--- config.mk ---
export PLATFORM = sky130hd
export DESIGN_NAME = alarm_ring_controller
export DESIGN_NICKNAME = d
export VERILOG_FILES = /design/src/rtl/alarm_ring_controller_pkg.sv /design/src/rtl/alarm_ring_controller_sec_timer.sv /design/src/rtl/alarm_ring_controller.sv
export SDC_FILE = /design/constraint.sdc
export NUM_CORES = 1
export LEC_CHECK = 0
export ABC_AREA = 1
export BUFFER_PORTS_ARGS = -buffer_cell sky130_fd_sc_hd__buf_2
export CAP_MARGIN = 30
export CORE_MARGIN = 2
export CORE_UTILIZATION = 40
export CTS_CLUSTER_SIZE = 30
export DETAILED_ROUTE_END_ITERATION = 12
export HOLD_SLACK_MARGIN = 0.12
export PLACE_DENSITY = 0.58
export SLEW_MARGIN = 5
export SYNTH_ARGS = -nofsm -noshare
export SYNTH_HDL_FRONTEND = slang
export SYNTH_SLANG_ARGS = --single-unit
--- constraint.sdc ---
create_clock -name clk -period 1.87 [get_ports clk]
set_clock_uncertainty 0.2 [all_clocks]
set_input_delay 0 -clock clk [delete_from_list [all_inputs] [get_ports clk]]
set_output_delay 0 -clock clk [all_outputs]
set_load 0.01 [all_outputs]
--- src/rtl/alarm_ring_controller_pkg.sv ---
// -----------------------------------------------------------------------------
// alarm_ring_controller_pkg
// Shared definitions for the alarm ring controller and its second timer.
//   ctrl_state_t : controller state encoding, also consumed by the VGA overlay
//                  (IDLE=0, ARMED=1, RINGING=2, SNOOZE=3).
//   SEC_W        : width of the second counters (ring_cnt, snooze_remain).
//   SCNT_W       : width of the snooze counter.
//   sat_inc_scnt : saturating increment for the snooze counter.
// -----------------------------------------------------------------------------
package alarm_ring_controller_pkg;

    typedef enum logic [1:0] {
        ST_IDLE    = 2'd0,
        ST_ARMED   = 2'd1,
        ST_RINGING = 2'd2,
        ST_SNOOZE  = 2'd3
    } ctrl_state_t;

    localparam int SEC_W  = 8;
    localparam int SCNT_W = 4;

    localparam logic [SCNT_W-1:0] SCNT_MAX = '1;

    // The snooze counter sticks at its maximum instead of wrapping to 0.
    function automatic logic [SCNT_W-1:0] sat_inc_scnt(input logic [SCNT_W-1:0] v);
        logic [SCNT_W-1:0] r;
        if (v == SCNT_MAX) begin
            r = v;
        end else begin
            r = v + 1'b1;
        end
        return r;
    endfunction

endpackage

--- src/rtl/alarm_ring_controller_sec_timer.sv ---
// -----------------------------------------------------------------------------
// alarm_sec_timer
// 8-bit loadable second counter. Counts up or down (COUNT_UP) by one on each
// i_tick and flags o_done while the count equals DONE_VAL.
// Priority: i_reset / i_clear (to 0) > i_load > i_tick.
// Ports:
//   i_clk, i_reset   : clock, synchronous active-high reset
//   i_clear          : synchronous clear to 0
//   i_load           : load i_load_val
//   i_load_val[7:0]  : value to load
//   i_tick           : advance the count by one
//   o_count[7:0]     : registered count
//   o_done           : count == DONE_VAL
// -----------------------------------------------------------------------------
module alarm_sec_timer
    import alarm_ring_controller_pkg::*;
#(
    parameter bit               COUNT_UP = 1'b1,
    parameter logic [SEC_W-1:0] DONE_VAL = '0
) (
    input  logic             i_clk,
    input  logic             i_reset,
    input  logic             i_clear,
    input  logic             i_load,
    input  logic [SEC_W-1:0] i_load_val,
    input  logic             i_tick,
    output logic [SEC_W-1:0] o_count,
    output logic             o_done
);

    logic [SEC_W-1:0] r_count;

    always_ff @(posedge i_clk) begin
        if (i_reset || i_clear) begin
            r_count <= '0;
        end else if (i_load) begin
            r_count <= i_load_val;
        end else if (i_tick) begin
            if (COUNT_UP) begin
                r_count <= r_count + 1'b1;
            end else begin
                r_count <= r_count - 1'b1;
            end
        end
    end

    assign o_count = r_count;
    assign o_done  = (r_count == DONE_VAL);

endmodule

--- src/rtl/alarm_ring_controller.sv ---
// -----------------------------------------------------------------------------
// alarm_ring_controller
// Sequences the alarm: arms on alarm_on, rings on the rising edge of
// alarm_match, handles snooze, dismiss and an auto-silence timeout.
// All outputs are registered (one-cycle latency after the causing event).
// Optional feature macro: ALARM_SNOOZE_LIMIT_EN -- when defined, snooze_key
// is ignored in RINGING once snooze_count == MAX_SNOOZE.
// Ports:
//   clk, reset          : clock, synchronous active-high reset
//   sec_tick            : one-cycle pulse per second
//   alarm_on            : arm switch (level); low forces IDLE
//   alarm_match         : current time == alarm time (level)
//   snooze_key          : one-cycle snooze pulse
//   dismiss_key         : one-cycle dismiss pulse
//   play_sound          : high while RINGING
//   ctrl_state[1:0]     : IDLE=0, ARMED=1, RINGING=2, SNOOZE=3
//   snooze_remain[7:0]  : seconds left in SNOOZE, 0 elsewhere
//   snooze_count[3:0]   : snoozes since last arm/dismiss/timeout (saturating)
// -----------------------------------------------------------------------------
module alarm_ring_controller
    import alarm_ring_controller_pkg::*;
#(
    parameter int SNOOZE_SEC       = 5,
    parameter int RING_TIMEOUT_SEC = 60,
    parameter int MAX_SNOOZE       = 3
) (
    input  logic              clk,
    input  logic              reset,
    input  logic              sec_tick,
    input  logic              alarm_on,
    input  logic              alarm_match,
    input  logic              snooze_key,
    input  logic              dismiss_key,
    output logic              play_sound,
    output logic [1:0]        ctrl_state,
    output logic [SEC_W-1:0]  snooze_remain,
    output logic [SCNT_W-1:0] snooze_count
);

    localparam logic [SEC_W-1:0] SNOOZE_LOAD = SEC_W'(SNOOZE_SEC);
    localparam logic [SEC_W-1:0] RING_LAST   = SEC_W'(RING_TIMEOUT_SEC - 1);

    ctrl_state_t       r_state;
    ctrl_state_t       w_next_state;
    logic              r_match_d;
    logic              r_play_sound;
    logic [SCNT_W-1:0] r_snooze_count;
    logic [SCNT_W-1:0] w_next_snooze_count;

    logic              w_match_rise;
    logic              w_snooze_allowed;

    logic              w_ring_clear;
    logic              w_ring_tick;
    logic [SEC_W-1:0]  w_ring_cnt;
    logic              w_ring_done;

    logic              w_snz_clear;
    logic              w_snz_load;
    logic              w_snz_tick;
    logic [SEC_W-1:0]  w_snz_cnt;
    logic              w_snz_done;

    // A match that is already high when we arrive in ARMED never triggers;
    // only a fresh edge does, which also blocks a re-ring in the same second.
    assign w_match_rise = alarm_match & ~r_match_d;

`ifdef ALARM_SNOOZE_LIMIT_EN
    assign w_snooze_allowed = (r_snooze_count != SCNT_W'(MAX_SNOOZE));
`else
    // Unlimited snooze: any in-range cap leaves the key always honoured.
    assign w_snooze_allowed = (MAX_SNOOZE >= 1);
`endif

    // ring_cnt: counts up from 0 while RINGING, done on the last second.
    alarm_sec_timer #(
        .COUNT_UP (1'b1),
        .DONE_VAL (RING_LAST)
    ) u_ring_timer (
        .i_clk      (clk),
        .i_reset    (reset),
        .i_clear    (w_ring_clear),
        .i_load     (1'b0),
        .i_load_val ('0),
        .i_tick     (w_ring_tick),
        .o_count    (w_ring_cnt),
        .o_done     (w_ring_done)
    );

    // snooze_remain: loaded with SNOOZE_SEC, counts down, done at 1.
    alarm_sec_timer #(
        .COUNT_UP (1'b0),
        .DONE_VAL (SEC_W'(1))
    ) u_snooze_timer (
        .i_clk      (clk),
        .i_reset    (reset),
        .i_clear    (w_snz_clear),
        .i_load     (w_snz_load),
        .i_load_val (SNOOZE_LOAD),
        .i_tick     (w_snz_tick),
        .o_count    (w_snz_cnt),
        .o_done     (w_snz_done)
    );

    always_ff @(posedge clk) begin
        if (reset) begin
            r_state        <= ST_IDLE;
            r_match_d      <= 1'b0;
            r_play_sound   <= 1'b0;
            r_snooze_count <= '0;
        end else begin
            r_state        <= w_next_state;
            r_match_d      <= alarm_match;
            r_play_sound   <= (w_next_state == ST_RINGING);
            r_snooze_count <= w_next_snooze_count;
        end
    end

    // Within each state a key event outranks sec_tick; a tick arriving with
    // a winning event is simply dropped.
    always_comb begin
        w_next_state        = r_state;
        w_next_snooze_count = r_snooze_count;
        w_ring_clear        = 1'b0;
        w_ring_tick         = 1'b0;
        w_snz_clear         = 1'b0;
        w_snz_load          = 1'b0;
        w_snz_tick          = 1'b0;

        if (!alarm_on) begin
            w_next_state        = ST_IDLE;
            w_next_snooze_count = '0;
            w_ring_clear        = 1'b1;
            w_snz_clear         = 1'b1;
        end else begin
            case (r_state)
                ST_IDLE: begin
                    w_next_state = ST_ARMED;
                end
                ST_ARMED: begin
                    if (w_match_rise) begin
                        w_next_state = ST_RINGING;
                        w_ring_clear = 1'b1;
                    end
                end
                ST_RINGING: begin
                    if (dismiss_key) begin
                        w_next_state        = ST_ARMED;
                        w_next_snooze_count = '0;
                        w_ring_clear        = 1'b1;
                    end else if (snooze_key && w_snooze_allowed) begin
                        w_next_state        = ST_SNOOZE;
                        w_next_snooze_count = sat_inc_scnt(r_snooze_count);
                        w_snz_load          = 1'b1;
                    end else if (sec_tick) begin
                        if (w_ring_done) begin
                            w_next_state        = ST_ARMED;
                            w_next_snooze_count = '0;
                            w_ring_clear        = 1'b1;
                        end else begin
                            // Guard keeps the counter from wrapping if the
                            // timeout is ever configured past its range.
                            w_ring_tick = (w_ring_cnt != '1);
                        end
                    end
                end
                ST_SNOOZE: begin
                    if (dismiss_key) begin
                        w_next_state        = ST_ARMED;
                        w_next_snooze_count = '0;
                        w_snz_clear         = 1'b1;
                    end else if (sec_tick) begin
                        if (w_snz_done) begin
                            w_next_state = ST_RINGING;
                            w_ring_clear = 1'b1;
                            w_snz_clear  = 1'b1;
                        end else begin
                            w_snz_tick = 1'b1;
                        end
                    end
                end
                default: begin
                    w_next_state = ST_IDLE;
                end
            endcase
        end
    end

    assign play_sound    = r_play_sound;
    assign ctrl_state    = r_state;
    assign snooze_remain = w_snz_cnt;
    assign snooze_count  = r_snooze_count;

endmodule

# == Yosys cells after proc, flatten, opt, wreduce, memory -nomap -nowiden ==
# Cells that the tools add are included.
# op_classes
mux,47
bitwise_logic,3
n_eq_ne,12
add_sub_neg,3
magnitude_cmp,0
div,0
n_mul,0
n_reduce_logical,8
shift,0
# ops
cell,n
2-to-1 mux 1 bit,27
2-to-1 mux 4 bit,6
2-to-1 mux 2 bit,9
"adder 8 x 1 -> 8 bit, second input constant",1
"equality test 8 x 1 -> 1 bit, second input constant",1
"equality test 8 x 6 -> 1 bit, second input constant",1
"inequality test 4 bit, second input constant",2
"inequality test 8 bit, second input constant",1
case mux 2 bit (4 select lines),1
case mux 4 bit (2 select lines),1
"subtractor 8 x 1 -> 8 bit, second input constant",1
"equality test 2 bit, second input constant",3
2-to-1 mux 3 bit,2
AND reduction 5 bit,1
"adder 4 x 1 -> 4 bit, second input constant",1
"equality test 4 bit, second input constant",1
"inequality test 4 x 3 -> 1 bit, second input constant",1
nonzero test 2 bit,2
OR reduction 2 bit,2
case mux 1 bit (3 select lines),1
"equality test 2 x 1 -> 1 bit, second input constant",1
logical NOT 2 bit,1
logical OR 1 bit,2
"inequality test 2 bit, second input constant",1
other kinds (2),3
# word_totals
latchBits,0
n_memories,0
out_inout_bits,15
ram_bits,0
mem_bits_ro,0
inputBits,7
register_bits,24
word_cells,80

# == Logic depth before layout (Yosys ltp) ==
# Gate-level depths: netlist of the first run.
# depth
word_depth,8
depth_mapped,10
mapped_depth_nobuf,10

# == Cells and area by module ==
# From an unflattened synthesis of the first run, not the netlist that was laid out.
# unflattened
hier_cells,254
hier_area_um2,1629.1
# by_module_without_submodules
mod,area_each_um2,instances,cells_each,seq_area_each_um2
alarm_ring_controller,568.0,1,96,160.2
alarm_sec_timer (u_snooze_timer),553.0,1,82,160.2
alarm_sec_timer (u_ring_timer),508.0,1,76,160.2

# == Worst setup path before layout of the first run ==
# OpenSTA, ideal clock, no wires.
# synth_path
path_type,flip-flop to flip-flop
start,reg u_snooze_timer.r_count[0] (netlist: u_snooze_timer.o_count[0])
end,reg u_snooze_timer.r_count[0] (netlist: u_snooze_timer.o_count[0])
setup_slack_ns,0.357
arrival_time_ns,1.200
required_time_ns,1.556
n_path_buf,1
path_stages_with_launch,8
cell_sequence,dfxtp_1 -> ha_1 -> nand2_1 -> o21ai_2 -> buf_6 -> o21ai_2 -> a21oi_1 -> nor2_1
# synth_between
elab_chain_cells,7
word_cells_on_any_way,16
cone_classes,add/sub: 1; eq/ne: 1; mux: 12; reduce/logical: 2
# synth_rtl
item,line_no,text
start: declaration,alarm_ring_controller_sec_timer.sv:31,logic [SEC_W-1:0] r_count;
start signal: assignment,alarm_ring_controller_sec_timer.sv:37,r_count <= i_load_val;
start signal: assignment,alarm_ring_controller_sec_timer.sv:40,r_count <= r_count + 1'b1;
start signal: assignment,alarm_ring_controller_sec_timer.sv:42,r_count <= r_count - 1'b1;
equality test 8 x 1 -> 1 bit,alarm_ring_controller_sec_timer.sv:48,assign o_done = (r_count == DONE_VAL);
2-to-1 mux 1 bit,alarm_ring_controller.sv:173,if (w_snz_done) begin
2-to-1 mux 1 bit,alarm_ring_controller.sv:172,end else if (sec_tick) begin
2-to-1 mux 1 bit,alarm_ring_controller.sv:168,if (dismiss_key) begin
2-to-1 mux 1 bit,alarm_ring_controller.sv:136,case (r_state)
2-to-1 mux 1 bit,alarm_ring_controller.sv:130,if (!alarm_on) begin
nonzero test 2 bit (no source line) or logical OR 1 bit (tied branches),n/a,
# Parallel ways exist; a longest one is shown, timed or not. The select of a mux whose other input is x is not followed.
# A chain may end at the register's enable or synchronous reset.

# == Final worst setup path of the first run ==
# layout_path
start,reg u_snooze_timer.r_count[0] (netlist: u_snooze_timer.o_count[0])
end,reg u_snooze_timer.r_count[7] (netlist: u_snooze_timer.o_count[7])
# layout_between
elab_chain_cells,8
word_cells_on_any_way,14
cone_classes,add/sub: 1; eq/ne: 1; mux: 10; reduce/logical: 2
# layout_rtl
item,line_no,text
equality test 8 x 1 -> 1 bit,alarm_ring_controller_sec_timer.sv:48,
2-to-1 mux 1 bit,alarm_ring_controller.sv:173,
2-to-1 mux 1 bit,alarm_ring_controller.sv:172,
2-to-1 mux 1 bit,alarm_ring_controller.sv:168,
2-to-1 mux 1 bit,alarm_ring_controller.sv:136,
2-to-1 mux 1 bit,alarm_ring_controller.sv:130,
logical OR 1 bit,alarm_ring_controller_sec_timer.sv:34,if (i_reset || i_clear) begin
OR reduction 2 bit (no source line),n/a,
# Parallel ways exist; a longest one is shown, timed or not.

==> results of run 1 <==
sequential cells by signal, indices dropped and copies added, names as in the netlist:
| signal | flops |
|---|---|
| ctrl_state | 2 |
| play_sound | 1 |
| r_match_d | 1 |
| snooze_count | 4 |
| u_ring_timer.o_count | 8 |
| u_snooze_timer.o_count | 8 |
kinds of logic (layout without fill, tap and decap cells):
kind of cell | count (synthesis) | count (layout)
and+or+nand+nor | 139 | 139
buffers and inverters | 38 | 75
DFF | 24 | 24
AOI/OAI and AO/OA | 23 | 23
xor gates and xnor gates | 10 | 10
adders and majority gates | 4 | 4
worst max path at each step:
stage                              startpoint                   endpoint  depth (start not counted)
floorplan           u_snooze_timer.o_count[0]  u_snooze_timer.o_count[0]                          7
global placement      u_ring_timer.o_count[0]    u_ring_timer.o_count[7]                          8
detailed placement    u_ring_timer.o_count[0]    u_ring_timer.o_count[0]                          8
CTS                   u_ring_timer.o_count[0]    u_ring_timer.o_count[3]                          8
global route        u_snooze_timer.o_count[0]  u_snooze_timer.o_count[6]                          6
finish              u_snooze_timer.o_count[0]  u_snooze_timer.o_count[7]                          6
power by group through the flow:
stage | Sequential (mW) | Clock [mW] | Combinational [mW]
global placement | 0.531 | 0 | 0.0587
global route | 0.520 | 0.500 | 0.0839
floorplan | 0.531 | 0 | 0.0321
detailed placement | 0.531 | 0 | 0.0589
CTS | 0.519 | 0.487 | 0.0700
finish | 0.519 | 0.463 | 0.0747
layout make-up:
class | count | area (µm²)
Sequential cell | 24 | 480
Clock inverter | 1 | 30.0
Clock buffer | 3 | 41.3
Multi-Input combinational cell | 176 | 942
Fill cell | 393 | 1800
Timing Repair Buffer | 35 | 228
Tap cell | 48 | 60.1
Inverter | 36 | 135
worst min-delay path, cell delays in order, from the launching register on:
cell     delay [ns]
dfxtp_1        0.34
nand2_1        0.07
a21oi_1        0.05
per-stage QoR:
stage,instance area (µm²),hold WS (ns)
after floorplan,1580,-0.128
after global placement,1760,-0.0197
after detailed placement,1760,-0.0197
after CTS,1900,0.303
after global routing,1920,0.331
final,1920,0.300
Yosys cell counts, types with 3 or more instances:
library cell / count / share of area (%)
nand4_1: 7 / 2.8
nand3_1: 23 / 7.3
xnor2_1: 5 / 2.8
dfxtp_1: 24 / 31
o21ai_1: 4 / 1.3
ha_1: 4 / 3.2
nor2_2: 3 / 1.2
inv_2: 6 / 1.4
nand2_2: 3 / 1.2
inv_1: 29 / 6.9
nor2_1: 32 / 7.6
xor2_1: 5 / 2.8
nand2_1: 61 / 15
a21oi_1: 13 / 4.1
layer usage:
metal	vias up	part of all wire (%)	global-route usage, %
met3	4	3.0	2.53
met5	-	0	0
li1	825	-	-
met4	0	0.68	3.83
met1	688	49	25.4
met2	26	47	30.3
timing repair:
item	CTS	global route
endpoints found under the hold margin	22	0
hold buffers	7	0
buffers inserted	0	2
gates resized for setup	0	1
setup endpoints to repair	0	11
==> reports/metrics.csv, run 1 <==
stage,metric,value,unit
worst_setup_path,cpMostUsedCell,nand2_1,
grt,gr-usage-all-layers,18.3,%
pwr,pwr-share-clk,43.8,%
die,die_w,66.8,µm
worst_setup_path,path_buf_inv,1,
grt,grt_pass1_wl,6370,µm
sta,finalSetupViolations,0,
hold_path,min_to,snooze_count[1],
cells_and_area,mostFrequentLayoutCell,nand2_1,
grt,antenna_found_initial,0,
logic_synthesis,synthAdderAreaFrac,3.18,%
sta,timing.final.crit_period,1.73,ns
logic_synthesis,seq_area_frac_synth,30.5,%
route,drt_iter0_drc,90,
route,vias_per_cell,4.78,
pwr,power.share.combinational,7.1,%
pwr,seqPwrFrac,49.1,%
cells_and_area,antenna_cells,0,
worst_setup_path,required,1.87,ns
hold_path,hold_depth,2,
pwr,power_switching,225,µW
sta,tns,0,ns
worst_setup_path,r2r_cells,6,
sta,hold_viol,0,
sta,fin_crit_sh,92.7,%
die,die-area,4460,µm²
logic_synthesis,synth.distinct_cells,28,
clock_network,cts_root_buf,clkbuf_8,
clock_network,clock_latency,0.27,ns
pwr,power_leakage,0.906,nW
clock_network,htreeDepth,1,
pwr,p_sw_share,21.2,%
grt,grt_overflow,0,
clock_network,cts.clk_slew.worst_paths,0.09,ns
placed_design,dpl.hpwl,2590,µm
sta,worstMarginPinSlew,0.384,ns
grt,grt_max_degree,15,
clock_network,cts_inserted_buffers,3,
placed_design,place_inst,310,
logic_synthesis,synth_xor_xnor_area_share,5.56,%
pwr,internal_power,832,µW
route,wirelength,3540,µm
placed_design,place.gp.congestion,0.831,
hold_path,min_from,snooze_count[1],
die,core,3720,µm²
clock_network,cts.path.max_buffers,2,
cells_and_area,fin_util,51.6,%
cells_and_area,layout-drive-gt1-share,20.4,%
cells_and_area,final_cells,323,
worst_setup_path,cp.arrival,1.74,ns
route,first_pass_iters,5,
cells_and_area,area_growth,21.7,%
sta,max_freq,577,MHz
sta,slew_headroom,74.4,%
worst_setup_path,startpoint_type,flop,
placed_design,place_ws,0.0876,ns
sta,slew_violations,0,
logic_synthesis,syn-cell-area,1580,µm²
worst_setup_path,critPathKind,reg2reg,
logic_synthesis,ys_ff_latch,24,
logic_synthesis,synth_nets,249,
worst_setup_path,cpMaxStageDelayCell,dfxtp_1,
hold_path,hp-class,reg2reg,
route,route.detailed.drc,0,
logic_synthesis,synth_top_family_by_area,simple AND/OR/NAND/NOR gates,
pwr,pwr_density_cell,551,nW/µm²
pwr,ir_drop,0.322,mV
logic_synthesis,synth.area.mux_share,0,%
die,rows,22,
die,initial_core_util,42.4,%
die,fp.dieH,66.8,µm
logic_synthesis,netlist_instances,238,
clock_network,clock_sinks,24,
pwr,power,1.06,mW
logic_synthesis,synth_async_sr_flop_share,0,%
logic_synthesis,yosys.area_share.simple,42.2,%
worst_setup_path,cpLargestDelayFamily,compound AO/OA/AOI/OAI gates,
logic_synthesis,ys.flop_type,dfxtp_1,
logic_synthesis,synth_compound_area_share,8.58,%
logic_synthesis,syn_avg_cell_area,6.62,µm²
route,post_drt_wl_per_cell,11.0,µm
die,ios,22,
sta,finalWorstSetupSlack,0.136,ns
route,via_count,1543,
placed_design,port_buffers,21,
grt,grt_pass1_vias,1436,
worst_setup_path,crit_path_end_kind,flop,
clock_network,cts_tree,done,
cells_and_area,layout_common_cells,"nand2_1, nor2_1, inv_1",
worst_setup_path,slowest_delay,0.45,ns
logic_synthesis,synth_edf_count,0,
worst_setup_path,rrSetupSlack,0.14,ns
job,maxCapViolCount,0,
route,antenna_left,0,
worst_setup_path,critPathMaxFanout,9,
worst_setup_path,cp_cell_sequence,"ha_1, nand2_1, o21ai_2, buf_4, nand2_1, a21oi_1",
sta,rsz0062_at_grt,false,
run_status,status,"finished, final reports clean",
logic_synthesis,ys_warn_count,0,
worst_setup_path,r2r_start,u_snooze_timer.o_count[0],
worst_setup_path,rr_endpoint,u_snooze_timer.o_count[7],
cells_and_area,nNetsFinal,287,
Note: power is estimated with default switching activity, not from simulation.
==> run 2, diff against run 1 <==
--- a/config.mk
+++ b/config.mk
@@ -14,6 +14,7 @@
 export DETAILED_ROUTE_END_ITERATION = 12
 export HOLD_SLACK_MARGIN = 0.12
 export PLACE_DENSITY = 0.58
+export SETUP_SLACK_MARGIN = 0.5
 export SLEW_MARGIN = 5
 export SYNTH_ARGS = -nofsm -noshare
 export SYNTH_HDL_FRONTEND = slang
==> reports/metrics.csv, run 2 (synthesis results as in run 1) <==
stage,metric,value,unit
run_status,status,"finished, final reports clean",
placed_design,place_ws,0.210,ns
hold_path,hold_depth,7,
worst_setup_path,critPathKind,reg2reg,
cells_and_area,fin_util,63.9,%
route,route.detailed.drc,0,
worst_setup_path,path_buf_inv,1,
clock_network,cts_tree,done,
sta,tns,0,ns
grt,grt_pass1_wl,6480,µm
placed_design,dpl.hpwl,2570,µm
die,die_w,66.8,µm
sta,timing.final.crit_period,1.56,ns
clock_network,cts.path.max_buffers,2,
route,wirelength,4120,µm
cells_and_area,nNetsFinal,303,
placed_design,port_buffers,21,
worst_setup_path,cpMaxStageDelayCell,dfxtp_4,
sta,finalSetupViolations,0,
grt,grt_overflow,0,
worst_setup_path,cpLargestDelayFamily,flip-flops,
grt,gr-usage-all-layers,18.7,%
hold_path,min_from,snooze_key,
clock_network,clock_latency,0.27,ns
cells_and_area,mostFrequentLayoutCell,nand2_1,
pwr,ir_drop,0.350,mV
pwr,power_leakage,1.02,nW
worst_setup_path,slowest_delay,0.38,ns
sta,holdWs,0.0470,ns
worst_setup_path,crit_path_end_kind,flop,
route,first_pass_iters,4,
route,via_count,1692,
sta,slew_violations,0,
die,ios,22,
clock_network,clock_sinks,24,
sta,max_freq,641,MHz
sta,worstMarginPinSlew,0.485,ns
clock_network,htreeDepth,1,
cells_and_area,layout_common_cells,"nand2_1, inv_1, nor2_1",
grt,grt_pass1_vias,1500,
route,drt_iter0_drc,81,
sta,slew_headroom,67.5,%
hold_path,hp-class,in2reg,
route,antenna_left,0,
worst_setup_path,worstSetupStartpoint,u_snooze_timer.o_count[3],
sta,rsz0062_at_grt,true,
worst_setup_path,required,1.84,ns
die,fp.dieH,66.8,µm
die,core,3720,µm²
clock_network,cts_root_buf,clkbuf_8,
die,initial_core_util,42.4,%
worst_setup_path,r2r_cells,6,
worst_setup_path,rr_endpoint,u_snooze_timer.o_count[1],
worst_setup_path,r2r_start,u_snooze_timer.o_count[3],
grt,antenna_found_initial,0,
route,vias_per_cell,4.99,
cells_and_area,area_growth,50.8,%
route,post_drt_wl_per_cell,12.2,µm
worst_setup_path,critPathMaxFanout,6,
worst_setup_path,startpoint_type,flop,
sta,finalWorstSetupSlack,0.309,ns
clock_network,cts_inserted_buffers,3,
hold_path,min_to,ctrl_state[1],
sta,hold_viol,0,
pwr,pwr_density_cell,449,nW/µm²
worst_setup_path,cp_cell_sequence,"nor2_4, nand2_4, o21ai_4, buf_12, or2_0, a21oi_1",
worst_setup_path,cp.arrival,1.53,ns
clock_network,cts.clk_slew.worst_paths,0.09,ns
grt,grt_max_degree,15,
sta,fin_crit_sh,83.5,%
cells_and_area,antenna_cells,0,
die,die-area,4460,µm²
placed_design,place.gp.congestion,0.855,
die,rows,22,
worst_setup_path,rrSetupSlack,0.31,ns
cells_and_area,layout-drive-gt1-share,46.0,%
job,maxCapViolCount,0,
==> run 2: changes by cell type in the layout (fill, tap and decap cells not counted), moves of 7 or more <==
| cell | previous run | this run |
|---|---|---|
| dfxtp_4 | 0 | 8 |
| nor2_1 | 32 | 25 |
| nand2_2 | 3 | 11 |
| dfxtp_2 | 0 | 8 |
| buf_4 | 7 | 20 |
| nand2_1 | 61 | 48 |
| dfxtp_1 | 24 | 8 |
| nand3_2 | 2 | 10 |
| nand3_1 | 22 | 10 |
==> run 2: through the flow <==
| step | power [mW] | area [µm²] | instances |
|---|---|---|---|
| 3_3_place_gp | 0.586 | 1800 | 310 |
| 4_1_cts | 1.07 | 2170 | 331 |
| 3_5_place_dp | 0.585 | 1800 | 310 |
| 6_report | 1.07 | 2380 | 339 |
| 5_1_grt | 1.10 | 2380 | 339 |
| 2_1_floorplan | 0.561 | 1620 | 238 |
==> run 2: timing repair <==
item / 4_1_cts / 5_1_grt
setup endpoints to repair: 23 / 23
gates resized for setup: 38 / 38
hold buffers: 4 / 2
endpoints found under the hold margin: 24 / 7
setup buffers: 13 / 6
pin swaps: 18 / 22
gates cloned: 0 / 0
==> run 2: how the worst max path moves through the flow <==
stage | to | slack [ns] | depth (start not counted)
finish | u_snooze_timer.o_count[1] | 0.31 | 6
global route | u_ring_timer.o_count[4] | 0.22 | 10
CTS | u_ring_timer.o_count[6] | 0.34 | 10
detailed placement | u_snooze_timer.o_count[5] | 0.21 | 7
global placement | u_snooze_timer.o_count[5] | 0.22 | 7
floorplan | u_ring_timer.o_count[0] | 0.45 | 8
==> run 2: tightest hold or removal path, cell delays in order <==
cell and delay, ns:
buf_2 0.12, inv_2 0.06, nand3_1 0.09, nand2_1 0.07, nand3_2 0.07, nand2_2 0.06, inv_1 0.04
==> run 2: area by class of cell <==
cell class	count	area [µm²]
tap	48	60.1
multi-input combinational	176	1210
clock inverter	1	30.0
inverter	36	140
clock buffer	3	41.3
sequential	24	520
fill	338	1340
timing repair buffer	51	369
==> run 2: routing by layer <==
metal,up-vias,part of all wire [%],GRT usage (%)
met5,-,0,0
met4,0,1.2,6.63
met3,6,3.5,2.70
met2,38,47,30.6
met1,788,48,24.8
li1,860,-,-
==> run 2: power breakdown <==
part	internal, mW	switching [mW]	total [mW]
Sequential	0.503	0.00562	0.509
Clock	0.287	0.186	0.473
Combinational	0.0335	0.0513	0.0848
==> run 3, diff against run 2 <==
--- a/config.mk
+++ b/config.mk
@@ -13,7 +13,7 @@
 export CTS_CLUSTER_SIZE = 30
 export DETAILED_ROUTE_END_ITERATION = 12
 export HOLD_SLACK_MARGIN = 0.12
-export PLACE_DENSITY = 0.58
+export PLACE_DENSITY = 0.6
 export SETUP_SLACK_MARGIN = 0.5
 export SLEW_MARGIN = 5
 export SYNTH_ARGS = -nofsm -noshare
==> constraint.sdc (replaced) <==
create_clock -name clk -period 1.35 [get_ports clk]
set_clock_uncertainty 0.2 [all_clocks]
set_input_delay 0 -clock clk [delete_from_list [all_inputs] [get_ports clk]]
set_output_delay 0 -clock clk [all_outputs]
set_load 0.01 [all_outputs]
==> reports/metrics.csv, run 3 (synthesis results as in run 1) <==
stage,metric,value,unit
die,rows,22,
worst_setup_path,r2r_start,u_snooze_timer.o_count[5],
worst_setup_path,slowest_delay,0.35,ns
worst_setup_path,critPathKind,reg2reg,
die,fp.dieH,66.8,µm
pwr,ir_drop,0.538,mV
sta,slew_violations,0,
clock_network,clock_sinks,24,
placed_design,place_ws,-0.270,ns
cells_and_area,area_growth,65.3,%
route,wirelength,3980,µm
die,die_w,66.8,µm
sta,holdWs,-0.116,ns
sta,timing.final.crit_period,1.54,ns
route,via_count,1711,
cells_and_area,antenna_cells,0,
clock_network,cts_root_buf,clkbuf_8,
placed_design,postPlaceCellArea,2080,µm²
worst_setup_path,cp.arrival,1.54,ns
clock_network,cts.clk_slew.worst_paths,0.09,ns
hold_path,min_to,play_sound,
sta,fin_crit_sh,114,%
clock_network,cts.path.max_buffers,2,
worst_setup_path,startpoint_type,flop,
cells_and_area,final_cells,355,
grt,grt_pass1_vias,1618,
sta,hold_viol,3,
cells_and_area,layout-drive-gt1-share,53.7,%
worst_setup_path,required,1.35,ns
placed_design,port_buffers,21,
cells_and_area,nNetsFinal,319,
placed_design,dpl.hpwl,2850,µm
clock_network,clock_latency,0.27,ns
sta,tns,-2.76,ns
grt,antenna_found_initial,0,
sta,slew_headroom,81.0,%
die,core,3720,µm²
grt,grt_overflow,0,
die,die-area,4460,µm²
hold_path,hold_depth,4,
clock_network,hold_buffers,2,
placed_design,place.gp.congestion,0.850,
sta,worstMarginPinSlew,0.284,ns
clock_network,htreeDepth,1,
route,post_drt_wl_per_cell,11.2,µm
sta,max_freq,650,MHz
sta,finalWorstSetupSlack,-0.189,ns
job,maxCapViolCount,0,
run_status,status,finished with violations,
worst_setup_path,cp_cell_sequence,"nor2_4, nand2_4, o21ai_4, buf_6, nand2_2, a21oi_2",
route,drt_iter0_drc,55,
route,vias_per_cell,4.82,
pwr,pwr_density_cell,568,nW/µm²
run_status,violations,"hold timing, setup timing",
route,antenna_left,0,
worst_setup_path,rr_endpoint,u_snooze_timer.o_count[6],
worst_setup_path,crit_path_end_kind,flop,
clock_network,cts_tree,done,
placed_design,place_inst,340,
hold_path,min_from,alarm_on,
worst_setup_path,r2r_cells,6,
hold_path,hp-class,in2reg,
worst_setup_path,rrSetupSlack,-0.19,ns
grt,grt_max_degree,15,
route,first_pass_iters,4,
pwr,power_leakage,1.16,nW
worst_setup_path,cpMaxStageDelayCell,dfxtp_2,
route,route.detailed.drc,0,
die,ios,22,
clock_network,cts_inserted_buffers,3,
cells_and_area,mostFrequentLayoutCell,nand2_1,
die,initial_core_util,42.4,%
grt,grt_pass1_wl,6620,µm
cells_and_area,layout_common_cells,"nand2_1, buf_6, inv_1, nor2_1, buf_4",
sta,finalSetupViolations,22,
sta,rsz0062_at_grt,true,
worst_setup_path,critPathMaxFanout,7,
grt,gr-usage-all-layers,19.1,%
cells_and_area,final_area,2600,µm²
cells_and_area,fillers,315,
## run 3: report_power, final
| group | switching, mW | internal, mW |
|---|---|---|
| clock | 0.245 | 0.397 |
| sequential | 0.00583 | 0.701 |
| combinational | 0.0733 | 0.0571 |
## run 3: how the worst max path moves through the flow
stage | start | end | slack [ns] | cells after the start
floorplan | u_ring_timer.o_count[1] | u_ring_timer.o_count[0] | -0.07 | 8
finish | u_snooze_timer.o_count[5] | u_snooze_timer.o_count[6] | -0.19 | 6
CTS | u_ring_timer.o_count[1] | u_ring_timer.o_count[3] | -0.16 | 10
global placement | u_ring_timer.o_count[0] | u_ring_timer.o_count[0] | -0.31 | 8
global route | u_snooze_timer.o_count[5] | u_snooze_timer.o_count[0] | -0.26 | 7
detailed placement | u_ring_timer.o_count[1] | u_ring_timer.o_count[3] | -0.27 | 8
## run 3: timing repair
item / CTS / global route
endpoints found under the setup margin: 38 / 38
buffers inserted: 4 / 5
pin swaps: 14 / 22
resized for setup: 62 / 37
hold endpoints to repair: 24 / 14
## run 3: through the flow
| step | utilization, % | power (mW) | hold slack [ns] |
|---|---|---|---|
| detailed placement | 55.9 | 0.824 | -0.0162 |
| CTS | 65.8 | 1.48 | -0.128 |
| finish | 70.1 | 1.48 | -0.116 |
| floorplan | - | 0.773 | -0.128 |
| global placement | 55.9 | 0.824 | -0.0223 |
| global route | 70.1 | 1.54 | -0.0971 |
## run 3: worst max-delay path: cells and delay by family (launching register included)
family	cells	cell delay (ns)
AOI/OAI and AO/OA	2	0.42
DFF	1	0.35
buffers and inverters	1	0.20
and+or+nand+nor	3	0.29
## run 3: metal layers
metal | share of wire [%] | track usage, % | vias to the layer above
met2 | 48 | 32.3 | 30
met5 | 0 | 0 | -
met1 | 47 | 24.7 | 779
li1 | - | - | 897
met3 | 2.9 | 2.36 | 5
met4 | 1.4 | 7.40 | 0
## run 3: cell type report
cell class	instances	area, µm²	area share, %
Clock buffer	3	41.3	1.59
Multi-Input combinational cell	176	1190	45.8
Timing Repair Buffer	67	612	23.5
Sequential cell	24	522	20.0
Clock inverter	1	30.0	1.15
Tap cell	48	60.1	2.31
Inverter	36	145	5.57
